==> config.mk <==
export PLATFORM = sky130hd
export DESIGN_NAME = spi_sram_responder_os
export DESIGN_NICKNAME = d
export VERILOG_FILES = /design/src/rtl/spi_sram_responder_os.sv
export SDC_FILE = /design/constraint.sdc
export NUM_CORES = 1
export LEC_CHECK = 0
export BUFFER_PORTS_ARGS = -buffer_cell sky130_fd_sc_hd__buf_2
export CORE_MARGIN = 10
export CORE_UTILIZATION = 35
export CTS_BUF_LIST = sky130_fd_sc_hd__clkbuf_4 sky130_fd_sc_hd__clkbuf_8
export CTS_CLUSTER_DIAMETER = 150
export CTS_CLUSTER_SIZE = 20
export DETAILED_ROUTE_END_ITERATION = 10
export SYNTH_ARGS = -nofsm -noshare
export SYNTH_HDL_FRONTEND = slang
export SYNTH_SLANG_ARGS = --single-unit
==> constraint.sdc <==
create_clock -name clk -period 2.61 [get_ports clk]
set_clock_uncertainty 0.1 [all_clocks]
set_input_delay 0 -clock clk [delete_from_list [all_inputs] [get_ports clk]]
set_output_delay 0 -clock clk [all_outputs]
set_load 0.005 [all_outputs]
==> src/rtl/spi_sram_responder_os.sv <==
// Oversampled SPI mode-0 serial-SRAM responder (23LC1024-style commands) running on the system clock.
// SPI pins are synchronised and edge-detected; a byte-wide memory port with 1-cycle read latency is driven.
module spi_sram_responder_os #(
  parameter int          ADDR_BITS   = 24,
  parameter int          SYNC_STAGES = 2,
  parameter logic [7:0]  MODE_RESET  = 8'h40
) (
  input  logic                 clk,
  input  logic                 rst_n,
  input  logic                 sclk,
  input  logic                 cs_n,
  input  logic                 mosi,
  output logic                 miso,
  output logic                 miso_oe,
  output logic [ADDR_BITS-1:0] mem_addr,
  output logic                 mem_en,
  output logic                 mem_wr,
  output logic [7:0]           mem_wdata,
  input  logic [7:0]           mem_rdata
);

  localparam int ABYTES = ADDR_BITS / 8;
  localparam int ACW    = (ABYTES > 1) ? $clog2(ABYTES) : 1;

  typedef enum logic [2:0] {
    S_IDLE, S_CMD, S_ADDR, S_DATA_RD, S_DATA_WR, S_MODE_RD, S_MODE_WR, S_IGNORE
  } state_t;

  logic [SYNC_STAGES-1:0] sclk_s, cs_s, mosi_s;

  always_ff @(posedge clk) begin
    if (!rst_n) begin
      sclk_s <= '0;
      cs_s   <= '1;
      mosi_s <= '0;
    end else begin
      sclk_s <= {sclk_s[SYNC_STAGES-2:0], sclk};
      cs_s   <= {cs_s[SYNC_STAGES-2:0], cs_n};
      mosi_s <= {mosi_s[SYNC_STAGES-2:0], mosi};
    end
  end

  // A deselect seen in either of the last two stages wins over an sclk edge in the same cycle.
  logic sclk_rise, sclk_fall, cs_high, mosi_bit;
  assign sclk_rise = sclk_s[SYNC_STAGES-2] & ~sclk_s[SYNC_STAGES-1];
  assign sclk_fall = ~sclk_s[SYNC_STAGES-2] & sclk_s[SYNC_STAGES-1];
  assign cs_high   = cs_s[SYNC_STAGES-2] | cs_s[SYNC_STAGES-1];
  assign mosi_bit  = mosi_s[SYNC_STAGES-1];

  state_t                state_q, state_d;
  logic [2:0]            bit_cnt_q, bit_cnt_d;
  logic [7:0]            shift_q, shift_d;
  logic [ACW-1:0]        abyte_q, abyte_d;
  logic                  is_rd_q, is_rd_d;
  logic [ADDR_BITS-1:0]  addr_q, addr_d;
  logic [7:0]            tx_q, tx_d;
  logic                  rd_pend_q, rd_pend_d;
  logic [7:0]            mode_q, mode_d;
  logic                  mode_set_q, mode_set_d;
  logic                  miso_d, oe_d, mem_en_d, mem_wr_d;
  logic [ADDR_BITS-1:0]  mem_addr_d, addr_next;
  logic [7:0]            mem_wdata_d, rx_byte;
  logic                  byte_done;

  assign rx_byte   = {shift_q[6:0], mosi_bit};
  assign byte_done = sclk_rise && (bit_cnt_q == 3'd7);
  assign addr_next = ADDR_BITS'({addr_q, rx_byte});

  // NOTE: every next-state variable gets a default before any branch, so no latch can be inferred.
  always_comb begin
    state_d     = state_q;
    bit_cnt_d   = bit_cnt_q;
    shift_d     = shift_q;
    abyte_d     = abyte_q;
    is_rd_d     = is_rd_q;
    addr_d      = addr_q;
    tx_d        = tx_q;
    mode_d      = mode_q;
    mode_set_d  = mode_set_q;
    miso_d      = miso;
    oe_d        = miso_oe;
    mem_en_d    = 1'b0;
    mem_wr_d    = 1'b0;
    mem_addr_d  = mem_addr;
    mem_wdata_d = mem_wdata;
    // Read data is valid the cycle after the read strobe.
    rd_pend_d   = mem_en & ~mem_wr;

    if (rd_pend_q) tx_d = mem_rdata;

    if (cs_high) begin
      state_d   = S_IDLE;
      bit_cnt_d = '0;
      oe_d      = 1'b0;
    end else begin
      if (sclk_rise) begin
        shift_d   = rx_byte;
        bit_cnt_d = bit_cnt_q + 3'd1;
      end
      if (sclk_fall && miso_oe) begin
        miso_d = tx_q[7];
        tx_d   = {tx_q[6:0], 1'b0};
      end

      unique case (state_q)
        S_IDLE: state_d = S_CMD;
        S_CMD: if (byte_done) begin
          abyte_d = '0;
          case (rx_byte)
            8'h03:   begin is_rd_d = 1'b1; state_d = S_ADDR; end
            8'h02:   begin is_rd_d = 1'b0; state_d = S_ADDR; end
            8'h05:   begin tx_d = mode_q; oe_d = 1'b1; state_d = S_MODE_RD; end
            8'h01:   begin mode_set_d = 1'b0; state_d = S_MODE_WR; end
            default: state_d = S_IGNORE;
          endcase
        end
        S_ADDR: if (byte_done) begin
          addr_d  = addr_next;
          abyte_d = abyte_q + 1'b1;
          if (abyte_q == ACW'(ABYTES - 1)) begin
            if (is_rd_q) begin
              mem_en_d   = 1'b1;
              mem_addr_d = addr_next;
              oe_d       = 1'b1;
              state_d    = S_DATA_RD;
            end else begin
              state_d = S_DATA_WR;
            end
          end
        end
        S_DATA_RD: if (byte_done) begin
          // Prefetch the next byte so it is loaded before the following sclk fall.
          addr_d     = addr_q + 1'b1;
          mem_en_d   = 1'b1;
          mem_addr_d = addr_q + 1'b1;
        end
        S_DATA_WR: if (byte_done) begin
          mem_en_d    = 1'b1;
          mem_wr_d    = 1'b1;
          mem_wdata_d = rx_byte;
          mem_addr_d  = addr_q;
          addr_d      = addr_q + 1'b1;
        end
        S_MODE_RD: if (byte_done) tx_d = mode_q;
        S_MODE_WR: if (byte_done && !mode_set_q) begin
          mode_d     = rx_byte;
          mode_set_d = 1'b1;
        end
        S_IGNORE: ;
      endcase
    end
  end

  // NOTE: state registers use non-blocking assignments only; the comb block above uses blocking.
  always_ff @(posedge clk) begin
    if (!rst_n) begin
      state_q    <= S_IDLE;
      bit_cnt_q  <= '0;
      shift_q    <= '0;
      abyte_q    <= '0;
      is_rd_q    <= 1'b0;
      addr_q     <= '0;
      tx_q       <= '0;
      rd_pend_q  <= 1'b0;
      mode_q     <= MODE_RESET;
      mode_set_q <= 1'b0;
      miso       <= 1'b0;
      miso_oe    <= 1'b0;
      mem_en     <= 1'b0;
      mem_wr     <= 1'b0;
      mem_addr   <= '0;
      mem_wdata  <= '0;
    end else begin
      state_q    <= state_d;
      bit_cnt_q  <= bit_cnt_d;
      shift_q    <= shift_d;
      abyte_q    <= abyte_d;
      is_rd_q    <= is_rd_d;
      addr_q     <= addr_d;
      tx_q       <= tx_d;
      rd_pend_q  <= rd_pend_d;
      mode_q     <= mode_d;
      mode_set_q <= mode_set_d;
      miso       <= miso_d;
      miso_oe    <= oe_d;
      mem_en     <= mem_en_d;
      mem_wr     <= mem_wr_d;
      mem_addr   <= mem_addr_d;
      mem_wdata  <= mem_wdata_d;
    end
  end

endmodule

==> impl_metrics.json <==
{
  "clock-sinks": 100,
  "min_path_type": "input pin to register",
  "setup_viol_count_final": 0,
  "clkLatencyLatePin_ns": 0.40,
  "cts-resized-gates": 0,
  "start_util_pct": 35.9,
  "r2r_start": "addr_q[1]",
  "cpMaxStageDelayCell": "or4_1",
  "yosysMostFrequentCell": "dfxtp_1",
  "nets": 811,
  "power.leakage_nw": 2.51,
  "grt_pass1_vias": 5240,
  "post-route-util_pct": 41.3,
  "synth.net_count": 769,
  "grt_pass1_wl_um": 28400,
  "ys_ff_latch": 100,
  "root_buffer": "clkbuf_8",
  "antenna_found_initial": 0,
  "internal_power_mw": 1.93,
  "yosys.area.top_type_share_pct": 35.0,
  "tightest_slew_ns": 0.788,
  "min_period_over_period_pct": 88.6,
  "netlist_area_um2": 5720,
  "die_y_um": 148,
  "clockPowerShare_pct": 36.4,
  "peakVddDrop_v": 0.000215,
  "gr-total-overflow": 0,
  "antenna_left": 0,
  "gp_congestion": 0.888,
  "crit_path_start_kind": "register",
  "cts_tree": "built",
  "clk_pin_slew_ns": 0.10,
  "wl_per_cell_um": 17.2,
  "synth_edf_count": 0,
  "max_slew_margin_pct": 47.5,
  "seq_area_frac_synth_pct": 35.0,
  "p_per_area_nw_per_um2": 388,
  "synthDistinctLibCells": 72,
  "vias_per_cell": 5.51,
  "synth_warnings": 0,
  "fmax_ghz": 0.432,
  "num_vias": 5590,
  "dieWidth_um": 148,
  "power_frac_comb_pct": 3.4,
  "avgSynthCellArea_um2": 7.61,
  "wirelength_um": 17500,
  "clock_path_buffers": 2,
  "layout-drive-gt1-share_pct": 17.3,
  "hold_viol": 0,
  "portBuffers": 48,
  "path_class": "register to register",
  "critPathMaxStageDelay_ns": 0.49,
  "path_cells": "ha_1 > nand2_1 > or3_1 > or4_1 > a31oi_1",
  "grt_use_total_pct": 15.9,
  "synth_top_cell_by_area": "dfxtp_1",
  "grt_setup_unrepaired": "false",
  "dp_hpwl_um": 11600,
  "cts_buffers": 9,
  "postSynth.asyncResetShare_pct": 0,
  "design.core.area_um2": 15900,
  "swShare_pct": 24.5,
  "required_ns": 2.83,
  "synth-main-ff-cell": "dfxtp_1",
  "startpoint": "addr_q[1]",
  "seq_power_share_pct": 60.2,
  "htreeDepth": 3,
  "end_kind": "register",
  "fin_hold_ws_ns": 0.0655,
  "row_count": 46,
  "area_growth_pct": 15.1,
  "maxSlewViolCount": 0,
  "yosys-top-cells-area": "dfxtp_1, nor2_1, nand2_1, o21ai_0, a21oi_1",
  "crit_family": "simple AND/OR/NAND/NOR gates",
  "status": "finished, final reports clean",
  "netlist_instances": 752,
  "die_area_um2": 21900,
  "period_minus_slack_ns": 2.31,
  "maxCapViolations": 0,
  "drt_iter0_drc": 621,
  "fin_setup_tns_ns": 0,
  "p_sw_mw": 0.626,
  "worstHoldStart": "rst_n",
  "worstPathMaxFanout": 8,
  "cp_data_arrival_time_ns": 2.53,
  "grt_start_max_net_pins": 61,
  "drc_errors": 0,
  "ioPinCount": 49,
  "yosys-top-cells-count": "dfxtp_1, nor2_1, nand2_1",
  "cp.buffers_inverters": 0,
  "drt_first_pass_iters": 7,
  "antennaDiodeCount": 0
}
==> sequential cells by signal, summed over array words and instances, names as in the netlist <==
| signal | flops |
|---|---|
| sclk_s | 2 |
| is_rd_q | 1 |
| state_q | 3 |
| tx_q | 8 |
| mode_set_q | 1 |
| mem_en | 1 |
| addr_q | 24 |
| shift_q | 7 |
| abyte_q | 2 |
| bit_cnt_q | 3 |
| mem_wr | 1 |
| miso | 1 |
| rd_pend_q | 1 |
| miso_oe | 1 |
| cs_s | 2 |
| mem_wdata | 8 |
| mode_q | 8 |
| mem_addr | 24 |
| mosi_s | 2 |
==> stage by stage <==
step / cells / instance area, um^2 / worst slack, ns / power [mW]
CTS: 1014 / 6590 / 0.307 / 2.59
global placement: 988 / 6310 / 0.354 / 1.65
floorplan: 752 / 5720 / 0.551 / 1.62
finish: 1014 / 6590 / 0.296 / 2.56
global route: 1014 / 6590 / 0.129 / 2.66
detailed placement: 988 / 6310 / 0.346 / 1.65
==> cells by family after synthesis <==
group	after synthesis	synth area share, %
and+or+nand+nor	314	27.3
AOI/OAI and AO/OA	220	25.4
DFF	100	35.0
buffers and inverters	85	6.49
muxes	23	4.07
xor gates and xnor gates	6	0.918
adders and majority gates	4	0.874
==> final timing paths <==
path / endpoint / slack, ns / cells past startpoint
max: mem_addr[12] / 0.30 / 5
min: cs_s[1] / 0.07 / 3
max reg2reg: mem_addr[12] / 0.30 / 5
min reg2reg: rd_pend_q / 0.32 / 1
==> cells in the final DEF, fill, tap and decap left out, types with 9 or more instances in the layout <==
| master | n |
|---|---|
| dlygate4sd3_1 | 11 |
| buf_4 | 49 |
| dfxtp_1 | 100 |
| clkbuf_8 | 9 |
| nor3_1 | 14 |
| nor4_1 | 9 |
| nand2_1 | 93 |
| buf_2 | 48 |
| o21ai_0 | 60 |
| a21oi_1 | 42 |
| a22o_1 | 9 |
| nor2_1 | 98 |
| a31oi_1 | 13 |
| mux2i_1 | 21 |
| a221oi_1 | 15 |
| a22oi_1 | 14 |
| nand3_1 | 24 |
| nor2b_1 | 12 |
==> worst register-to-register path, cell delays in order, from the launching register on <==
cell and delay, ns:
dfxtp_1 0.48, ha_1 0.35, nand2_1 0.22, or3_1 0.45
or4_1 0.49, a31oi_1 0.16
==> final cells by class <==
class	instances	area [um^2]
fillers	1679	9360
multi-input cells	567	3370
flip-flops and latches	100	2000
repair buffers	110	758
well taps	216	270
clock buffers	10	131
clock inverters	5	36.3
inverters	6	22.5
==> per-layer routing <==
| layer | routed length, um | vias to the layer above | track usage [%] | part of all wire, % |
|---|---|---|---|---|
| li1 | - | 2777 | - | - |
| met1 | 8170 | 2611 | 21.4 | 47 |
| met2 | 7900 | 177 | 24.4 | 45 |
| met3 | 1010 | 25 | 2.81 | 5.8 |
| met4 | 394 | 0 | 6.99 | 2.3 |
| met5 | 0 | - | 0 | 0 |
==> timing repair <==
item	in CTS	in global routing
hold buffers	11	0
hold endpoints to repair	11	0
setup buffers	0	0
==> power groups by stage <==
stage	sequential, mW	combinational [mW]	clock [mW]
finish	1.54	0.0866	0.931
floorplan	1.57	0.0481	0
global placement	1.57	0.0739	0
CTS	1.54	0.0873	0.964
global route	1.54	0.0950	1.02
detailed placement	1.57	0.0743	0
No activity file was read; power rests on OpenSTA's default activity.
